## config.mk

```make
export PLATFORM = sky130hd
export DESIGN_NAME = vic_reg_loader_flat
export DESIGN_NICKNAME = d
export VERILOG_FILES = /design/src/rtl/vic_reg_loader_if.sv /design/src/rtl/vic_reg_loader.sv /design/src/flat_wrapper.sv
export SDC_FILE = /design/constraint.sdc
export NUM_CORES = 1
export LEC_CHECK = 0
export ABC_AREA = 1
export CAP_MARGIN = 20
export CORE_MARGIN = 8
export CORE_UTILIZATION = 49
export CTS_CLUSTER_DIAMETER = 200
export DETAILED_ROUTE_END_ITERATION = 10
export PLACE_DENSITY = 0.75
export SLEW_MARGIN = 20
export SYNTH_ARGS = -nofsm -noshare
export SYNTH_HDL_FRONTEND = slang
export SYNTH_SLANG_ARGS = --single-unit
```

## constraint.sdc

```tcl
create_clock -name clk -period 1.8 [get_ports clk]
set_clock_uncertainty 0.1 [all_clocks]
set_input_delay 0.54 -clock clk [delete_from_list [all_inputs] [get_ports clk]]
set_output_delay 0.54 -clock clk [all_outputs]
set_load 0.02 [all_outputs]
```

## src/rtl/vic_reg_loader_if.sv

```systemverilog
// Command/register-file bus for vic_reg_loader.
//   i_cmd_data/i_cmd_valid/o_cmd_ready : host byte stream (valid/ready)
//   o_VIC_regaddr/o_VIC_data/o_VIC_we  : register-file write port
//   i_VIC_data                         : register-file readback (comb. from o_VIC_regaddr)
//   o_rd_data/o_rd_valid/i_rd_ready    : captured readback to the host (valid/ready)
//   o_busy/o_err                       : status
// Modport slave is the loader; master is the surrounding host/register-file side.
interface vic_reg_loader_if #(
    parameter int ADDR_W = 5,
    parameter int DATA_W = 4
);
    logic [7:0]        i_cmd_data;
    logic              i_cmd_valid;
    logic              o_cmd_ready;
    logic [ADDR_W-1:0] o_VIC_regaddr;
    logic [DATA_W-1:0] o_VIC_data;
    logic              o_VIC_we;
    logic [DATA_W-1:0] i_VIC_data;
    logic [DATA_W-1:0] o_rd_data;
    logic              o_rd_valid;
    logic              i_rd_ready;
    logic              o_busy;
    logic              o_err;

    modport slave (
        input  i_cmd_data, i_cmd_valid, i_VIC_data, i_rd_ready,
        output o_cmd_ready, o_VIC_regaddr, o_VIC_data, o_VIC_we,
               o_rd_data, o_rd_valid, o_busy, o_err
    );

    modport master (
        output i_cmd_data, i_cmd_valid, i_VIC_data, i_rd_ready,
        input  o_cmd_ready, o_VIC_regaddr, o_VIC_data, o_VIC_we,
               o_rd_data, o_rd_valid, o_busy, o_err
    );
endinterface

```

## src/rtl/vic_reg_loader.sv

```systemverilog
// vic_reg_loader: decodes a host byte-command stream into timed writes
// (single / wrapping burst) and single-register readback on the VIC
// register-file port.
// Ports:
//   clk  - system clock, rising edge
//   rst  - asynchronous active-low reset
//   bus  - vic_reg_loader_if.slave (command stream, write port, readback, status)
// Command byte: [7:5] opcode (000 NOP, 001 WRITE, 010 BURST, 011 READ), [4:0] address.
// Optional build macro VIC_LOADER_AUTO_ENABLE_EN: after a burst whose last
// address is not 31, one extra write of all-ones to register 31 is appended.
module vic_reg_loader #(
    parameter int ADDR_W    = 5,
    parameter int DATA_W    = 4,
    parameter int SETUP_CYC = 1,
    parameter int HOLD_CYC  = 1
) (
    input logic             clk,
    input logic             rst,
    vic_reg_loader_if.slave bus
);
    localparam logic [2:0] S_IDLE     = 3'd0;
    localparam logic [2:0] S_GET_CNT  = 3'd1;
    localparam logic [2:0] S_GET_DATA = 3'd2;
    localparam logic [2:0] S_SETUP    = 3'd3;
    localparam logic [2:0] S_STROBE   = 3'd4;
    localparam logic [2:0] S_HOLD     = 3'd5;
    localparam logic [2:0] S_RD_WAIT  = 3'd6;
    localparam logic [2:0] S_RD_OUT   = 3'd7;

    localparam logic [1:0] SETUP_LD = 2'(SETUP_CYC - 1);
    localparam logic [1:0] HOLD_LD  = 2'(HOLD_CYC - 1);

    logic [2:0]        state_q, state_d;
    logic [ADDR_W-1:0] addr_q, addr_d;        // address of the next burst/single write
    logic [ADDR_W-1:0] regaddr_q, regaddr_d;  // address presented to the register file
    logic [DATA_W-1:0] wdata_q, wdata_d;
    logic [4:0]        cnt_q, cnt_d;          // remaining burst bytes minus one
    logic [1:0]        tmr_q, tmr_d;          // setup/hold cycle countdown
    logic              burst_q, burst_d;
    logic [DATA_W-1:0] rd_data_q, rd_data_d;
    logic              rd_valid_q, rd_valid_d;
    logic              err_q, err_d;
`ifdef VIC_LOADER_AUTO_ENABLE_EN
    logic              auto_q, auto_d;        // current write is the appended enable write
`endif

    logic       cmd_ready;
    logic       accept;
    logic [2:0] opcode;

    assign opcode = bus.i_cmd_data[7:5];
    // Gated by rst so every output reads 0 while reset is held.
    assign cmd_ready = rst && ((state_q == S_IDLE) || (state_q == S_GET_CNT) ||
                               (state_q == S_GET_DATA));
    assign accept = bus.i_cmd_valid && cmd_ready;

    always_comb begin
        state_d    = state_q;
        addr_d     = addr_q;
        regaddr_d  = regaddr_q;
        wdata_d    = wdata_q;
        cnt_d      = cnt_q;
        tmr_d      = tmr_q;
        burst_d    = burst_q;
        rd_data_d  = rd_data_q;
        rd_valid_d = rd_valid_q;
        err_d      = err_q;
`ifdef VIC_LOADER_AUTO_ENABLE_EN
        auto_d     = auto_q;
`endif
        case (state_q)
            S_IDLE: begin
                if (accept) begin
                    case (opcode)
                        3'b000: err_d = 1'b0;
                        3'b001: begin
                            addr_d  = ADDR_W'(bus.i_cmd_data[4:0]);
                            burst_d = 1'b0;
                            state_d = S_GET_DATA;
                        end
                        3'b010: begin
                            addr_d  = ADDR_W'(bus.i_cmd_data[4:0]);
                            burst_d = 1'b1;
                            state_d = S_GET_CNT;
                        end
                        3'b011: begin
                            regaddr_d = ADDR_W'(bus.i_cmd_data[4:0]);
                            state_d   = S_RD_WAIT;
                        end
                        default: err_d = 1'b1;
                    endcase
                end
            end
            S_GET_CNT: begin
                if (accept) begin
                    cnt_d   = bus.i_cmd_data[4:0];
                    state_d = S_GET_DATA;
                end
            end
            S_GET_DATA: begin
                if (accept) begin
                    regaddr_d = addr_q;
                    wdata_d   = DATA_W'(bus.i_cmd_data[3:0]);
                    tmr_d     = SETUP_LD;
                    state_d   = S_SETUP;
                end
            end
            S_SETUP: begin
                if (tmr_q == '0) state_d = S_STROBE;
                else             tmr_d   = tmr_q - 2'd1;
            end
            S_STROBE: begin
                tmr_d   = HOLD_LD;
                state_d = S_HOLD;
            end
            S_HOLD: begin
                if (tmr_q != '0) begin
                    tmr_d = tmr_q - 2'd1;
`ifdef VIC_LOADER_AUTO_ENABLE_EN
                end else if (auto_q) begin
                    auto_d  = 1'b0;
                    state_d = S_IDLE;
`endif
                end else if (burst_q && (cnt_q != '0)) begin
                    cnt_d   = cnt_q - 5'd1;
                    addr_d  = addr_q + ADDR_W'(1);  // wraps 31 -> 0
                    state_d = S_GET_DATA;
`ifdef VIC_LOADER_AUTO_ENABLE_EN
                end else if (burst_q && (regaddr_q != '1)) begin
                    auto_d    = 1'b1;
                    regaddr_d = '1;
                    wdata_d   = '1;
                    tmr_d     = SETUP_LD;
                    state_d   = S_SETUP;
`endif
                end else begin
                    state_d = S_IDLE;
                end
            end
            S_RD_WAIT: begin
                rd_data_d  = bus.i_VIC_data;
                rd_valid_d = 1'b1;
                state_d    = S_RD_OUT;
            end
            S_RD_OUT: begin
                if (bus.i_rd_ready) begin
                    rd_valid_d = 1'b0;
                    state_d    = S_IDLE;
                end
            end
            default: state_d = S_IDLE;
        endcase
    end

    always_ff @(posedge clk or negedge rst) begin
        if (!rst) begin
            state_q    <= S_IDLE;
            addr_q     <= '0;
            regaddr_q  <= '0;
            wdata_q    <= '0;
            cnt_q      <= '0;
            tmr_q      <= '0;
            burst_q    <= 1'b0;
            rd_data_q  <= '0;
            rd_valid_q <= 1'b0;
            err_q      <= 1'b0;
`ifdef VIC_LOADER_AUTO_ENABLE_EN
            auto_q     <= 1'b0;
`endif
        end else begin
            state_q    <= state_d;
            addr_q     <= addr_d;
            regaddr_q  <= regaddr_d;
            wdata_q    <= wdata_d;
            cnt_q      <= cnt_d;
            tmr_q      <= tmr_d;
            burst_q    <= burst_d;
            rd_data_q  <= rd_data_d;
            rd_valid_q <= rd_valid_d;
            err_q      <= err_d;
`ifdef VIC_LOADER_AUTO_ENABLE_EN
            auto_q     <= auto_d;
`endif
        end
    end

    assign bus.o_cmd_ready   = cmd_ready;
    assign bus.o_VIC_regaddr = regaddr_q;
    assign bus.o_VIC_data    = wdata_q;
    assign bus.o_VIC_we      = (state_q == S_STROBE);
    assign bus.o_rd_data     = rd_data_q;
    assign bus.o_rd_valid    = rd_valid_q;
    assign bus.o_busy        = (state_q != S_IDLE);
    assign bus.o_err         = err_q;
endmodule

```

## src/flat_wrapper.sv

```systemverilog
// flat-port wrapper written by rule: the top's interface ports become plain ports
module vic_reg_loader_flat 
#(
    parameter int ADDR_W    = 5,
    parameter int DATA_W    = 4,
    parameter int SETUP_CYC = 1,
    parameter int HOLD_CYC  = 1
)
  (clk, rst, bus_i_cmd_data, bus_i_cmd_valid, bus_i_VIC_data, bus_i_rd_ready, bus_o_cmd_ready, bus_o_VIC_regaddr, bus_o_VIC_data, bus_o_VIC_we, bus_o_rd_data, bus_o_rd_valid, bus_o_busy, bus_o_err);
  vic_reg_loader_if #(.ADDR_W(ADDR_W), .DATA_W(DATA_W)) bus_i ();
  input logic clk;
  input logic rst;
  input wire logic [$bits(bus_i.i_cmd_data)-1:0] bus_i_cmd_data;
  input wire logic [$bits(bus_i.i_cmd_valid)-1:0] bus_i_cmd_valid;
  input wire logic [$bits(bus_i.i_VIC_data)-1:0] bus_i_VIC_data;
  input wire logic [$bits(bus_i.i_rd_ready)-1:0] bus_i_rd_ready;
  output wire logic [$bits(bus_i.o_cmd_ready)-1:0] bus_o_cmd_ready;
  output wire logic [$bits(bus_i.o_VIC_regaddr)-1:0] bus_o_VIC_regaddr;
  output wire logic [$bits(bus_i.o_VIC_data)-1:0] bus_o_VIC_data;
  output wire logic [$bits(bus_i.o_VIC_we)-1:0] bus_o_VIC_we;
  output wire logic [$bits(bus_i.o_rd_data)-1:0] bus_o_rd_data;
  output wire logic [$bits(bus_i.o_rd_valid)-1:0] bus_o_rd_valid;
  output wire logic [$bits(bus_i.o_busy)-1:0] bus_o_busy;
  output wire logic [$bits(bus_i.o_err)-1:0] bus_o_err;
  assign bus_i.i_cmd_data = bus_i_cmd_data;
  assign bus_i.i_cmd_valid = bus_i_cmd_valid;
  assign bus_i.i_VIC_data = bus_i_VIC_data;
  assign bus_i.i_rd_ready = bus_i_rd_ready;
  assign bus_o_cmd_ready = bus_i.o_cmd_ready;
  assign bus_o_VIC_regaddr = bus_i.o_VIC_regaddr;
  assign bus_o_VIC_data = bus_i.o_VIC_data;
  assign bus_o_VIC_we = bus_i.o_VIC_we;
  assign bus_o_rd_data = bus_i.o_rd_data;
  assign bus_o_rd_valid = bus_i.o_rd_valid;
  assign bus_o_busy = bus_i.o_busy;
  assign bus_o_err = bus_i.o_err;
  vic_reg_loader #(.ADDR_W(ADDR_W), .DATA_W(DATA_W), .SETUP_CYC(SETUP_CYC), .HOLD_CYC(HOLD_CYC)) u_core (.clk(clk), .rst(rst), .bus(bus_i));
endmodule
```

==> metrics.md <==
| Metric | Value |
|---|---|
| Post-route setup slack | `0.0427 ns` |
| Die Height | `roughly 80 um` |
| Final Hold Viols | `0` |
| Number of global-route vias before repair | `1,800` |
| Routed vias | `1,805` |
| Initial core utilization | `0.510` |
| CTS root buffer | `clkbuf_8` |
| Mapped Avg Cell Area | `roughly 7.7 um^2` |
| Yosys top cell area share | `0.412` |
| Fin area | `around 2500 um^2` |
| Max VDD drop | `approximately 940 uV` |
| Reg-to-Reg Start | `u_core.state_q[1]` |
| Final Cycle Share | `0.976` |
| Crit. End Element | `primary output` |
| Synth Area in XOR/XNOR | `0.00465` |
| Area after DPL | `between 2000 and 2500 um^2` |
| Mux contribution to synthesized area | `0.0239` |
| Cts hold-fix bufs | `0` |
| Port-buffer cells | `33` |
| Most frequent cells in the layout | `76 x nand2_1, 29 x dfrtp_1, 23 x o21ai_0` |
| PD cells | `1670 nW/um^2` |
| Initial antenna violation count | `0` |
| DR vias/cell | `about 5.1` |
| Max-cap violations | `0` |
| H-Tree Depth | `2` |
| Simple-gate area share of the yosys netlist | `0.360` |
| Largest fanout on the critical path | `4` |
| DP Wirelength | `~3.5 mm` |
| Skew-Pair Late Insertion Delay | `slightly below 0.3 ns` |
| Post-synth cell types | `27` |
| R2r endpoint | `u_core.state_q[1]` |
| Synthesis-stage register bit count | `31` |
| Die width | `~78 um` |
| Synth Area in Adders | `0.0266` |
| Final Setup Violations | `0` |
| Initial drt markers | `80` |
| Hold Crit Class | `primary input to async pin` |
| Biggest area consumer among synthesized cells | `dfrtp_1` |
| Kind of critical path | `flop to primary output` |
| I/O pins | `34` |
| Worst setup startpoint | `u_core.state_q[2]` |
| Area contributors post-synth | `dfrtp_1 41%, nand2_1 15%, o21ai_0 6.1%` |
| Largest family of logic cells by synthesized area | `simple AND/OR/NAND/NOR gates` |
| DP Worst Slack | `-0.634 ns` |
| WP data arrival | `around 1.1 ns` |
| Core area | `between 3000 and 4000 um^2` |
| CTS tree | `built` |
| Final GP Congestion | `a little under 0.9` |
| 1st-pass router iterations | `4` |
| Critical path startpoint category | `flop` |
| Final ANT Viol Nets | `0` |
| Reg clk slew, reported paths | `roughly 0.06 ns` |
| P_leak | `1.27 nW` |
| Minimum clock period | `approximately 1.8 ns` |
| Cell Rows | `22` |
| Inserted Diodes | `0` |
| RSZ-0062 raised after global routing | `yes` |
| Die footprint | `6080 um^2` |
| TritonCTS Buffers | `5` |
| Remaining DRCs | `0` |
| Max-slew headroom | `0.833` |
| Least-Margin Pin Slew | `0.250 ns` |
| WP data required | `between 1 and 1.5 ns` |
| Synth-to-layout area growth | `34.9%` |
| Flop-to-flop setup slack | `0.17 ns` |
| DR WL/cell | `between 10 and 15 um` |
| Share of cells above drive strength 1 | `0.230` |
| Logic depth of the worst register-to-register path | `11` |
| WL final | `4.70 mm` |
| Largest net degree at the start of global routing | `33` |
| Total Nets Final | `324` |
| Synth Area in Compound Gates | `0.106` |
| Syn_nets | `roughly 260` |
| Slew Limit Fails | `0` |
| WHS | `roughly 0.19 ns` |
| First-pass GRT wire length | `about 7.9 mm` |
| Status | `finished clean` |
| Synthesis Warnings | `0` |
| Fin util | `0.688` |
| Fmax | `around 0.57 GHz` |
| Clock tree buffer depth | `2` |
| Post-Syn Area | `around 1900 um^2` |
| GRT Total Usage | `0.159` |
| Sequential-to-total area share from yosys stat | `0.412` |
| Synth Instances | `between 200 and 250` |
| Clk sink count | `31` |
| Total power | `roughly 4.2 mW` |
| Most common cell after layout, fill and taps aside | `nand2_1` |
| Remaining Overflow, GRT | `0` |
## timing repair
| item | in CTS | in global routing |
|---|---|---|
| cloned | 0 | 1 |
| endpoints found under the setup margin | 44 | 12 |
| gates resized for setup | 33 | 8 |
| buffers inserted | 1 | 1 |
| pin swaps | 0 | 2 |
## worst max-delay path by stage
stage,endpoint,slack [ns],depth (start not counted)
after global placement,bus_o_cmd_ready,-0.64,4
after global routing,bus_o_busy,-0.009,4
after floorplan,bus_o_cmd_ready,0.23,4
after detailed placement,bus_o_cmd_ready,-0.63,4
after CTS,bus_o_VIC_we,0.03,3
final,bus_o_busy,0.04,3
## stage by stage
stage / std cells / TNS (ns)
after floorplan: 244 / 0
after global placement: 342 / -14.64
after detailed placement: 342 / -15.22
after CTS: 350 / 0
after global routing: 352 / -0.00919
final: 352 / 0
## worst max-delay path: stages, from the launching register on
cell and delay [ns]:
dfrtp_2 0.46, nor2_4 0.13, nand2_2 0.08, buf_4 0.16
## per-layer routing
metal / vias to the layer above / share of wire / track usage
li1: 918 / - / -
met1: 825 / 0.46 / 0.198
met2: 54 / 0.46 / 0.248
met3: 8 / 0.066 / 0.0634
met4: 0 / 0.014 / 0.0463
met5: - / 0 / 0
## sequential cells by signal, indices dropped and copies added (netlist names)
register / count
u_core.addr_q: 5
u_core.burst_q: 1
u_core.bus.o_VIC_data: 4
u_core.bus.o_VIC_regaddr: 5
u_core.bus.o_err: 1
u_core.bus.o_rd_data: 4
u_core.bus.o_rd_valid: 1
u_core.cnt_q: 5
u_core.state_q: 3
u_core.tmr_q: 2
## cells by family (layout without fill, tap and decap cells)
logic type                 after synthesis  in the layout
buffers and inverters                   27             87
DFF                                     31             31
muxes                                    4              4
xor gates and xnor gates                 1              1
adders and majority gates                4              4
AOI/OAI and AO/OA                       37             37
and+or+nand+nor                        140            140
## power by group
part           internal [mW]  leakage, nW  switching (mW)
sequential              1.03        0.373           0.235
combinational           1.01        0.850            1.40
clock                  0.299       0.0470           0.259
## cell usage after synthesis
library cell / number
nand4_4: 2
nand2_2: 8
mux2_2: 4
o31ai_1: 1
o211ai_1: 2
xor2_1: 1
ha_1: 4
clkinv_4: 1
nand3b_1: 3
nor2_1: 17
buf_6: 2
nor2_2: 3
dfrtp_1: 31
nor2_4: 3
nand2_4: 3
o21ai_2: 1
nand4_1: 1
or2_2: 2
inv_2: 5
nand2_1: 77
inv_1: 18
nand3_1: 21
o21ai_1: 3
o21ai_0: 23
buf_4: 1
a21oi_1: 6
o21a_1: 1
## layout make-up
class | count | area, um^2
Timing Repair Buffer | 56 | 527
Multi-Input combinational cell | 186 | 991
Fill cell | 326 | 1150
Clock buffer | 6 | 82.6
Tap cell | 48 | 60.1
Clock inverter | 1 | 5.00
Sequential cell | 31 | 778
Inverter | 24 | 95.1
(Power assumes the default switching activity.)
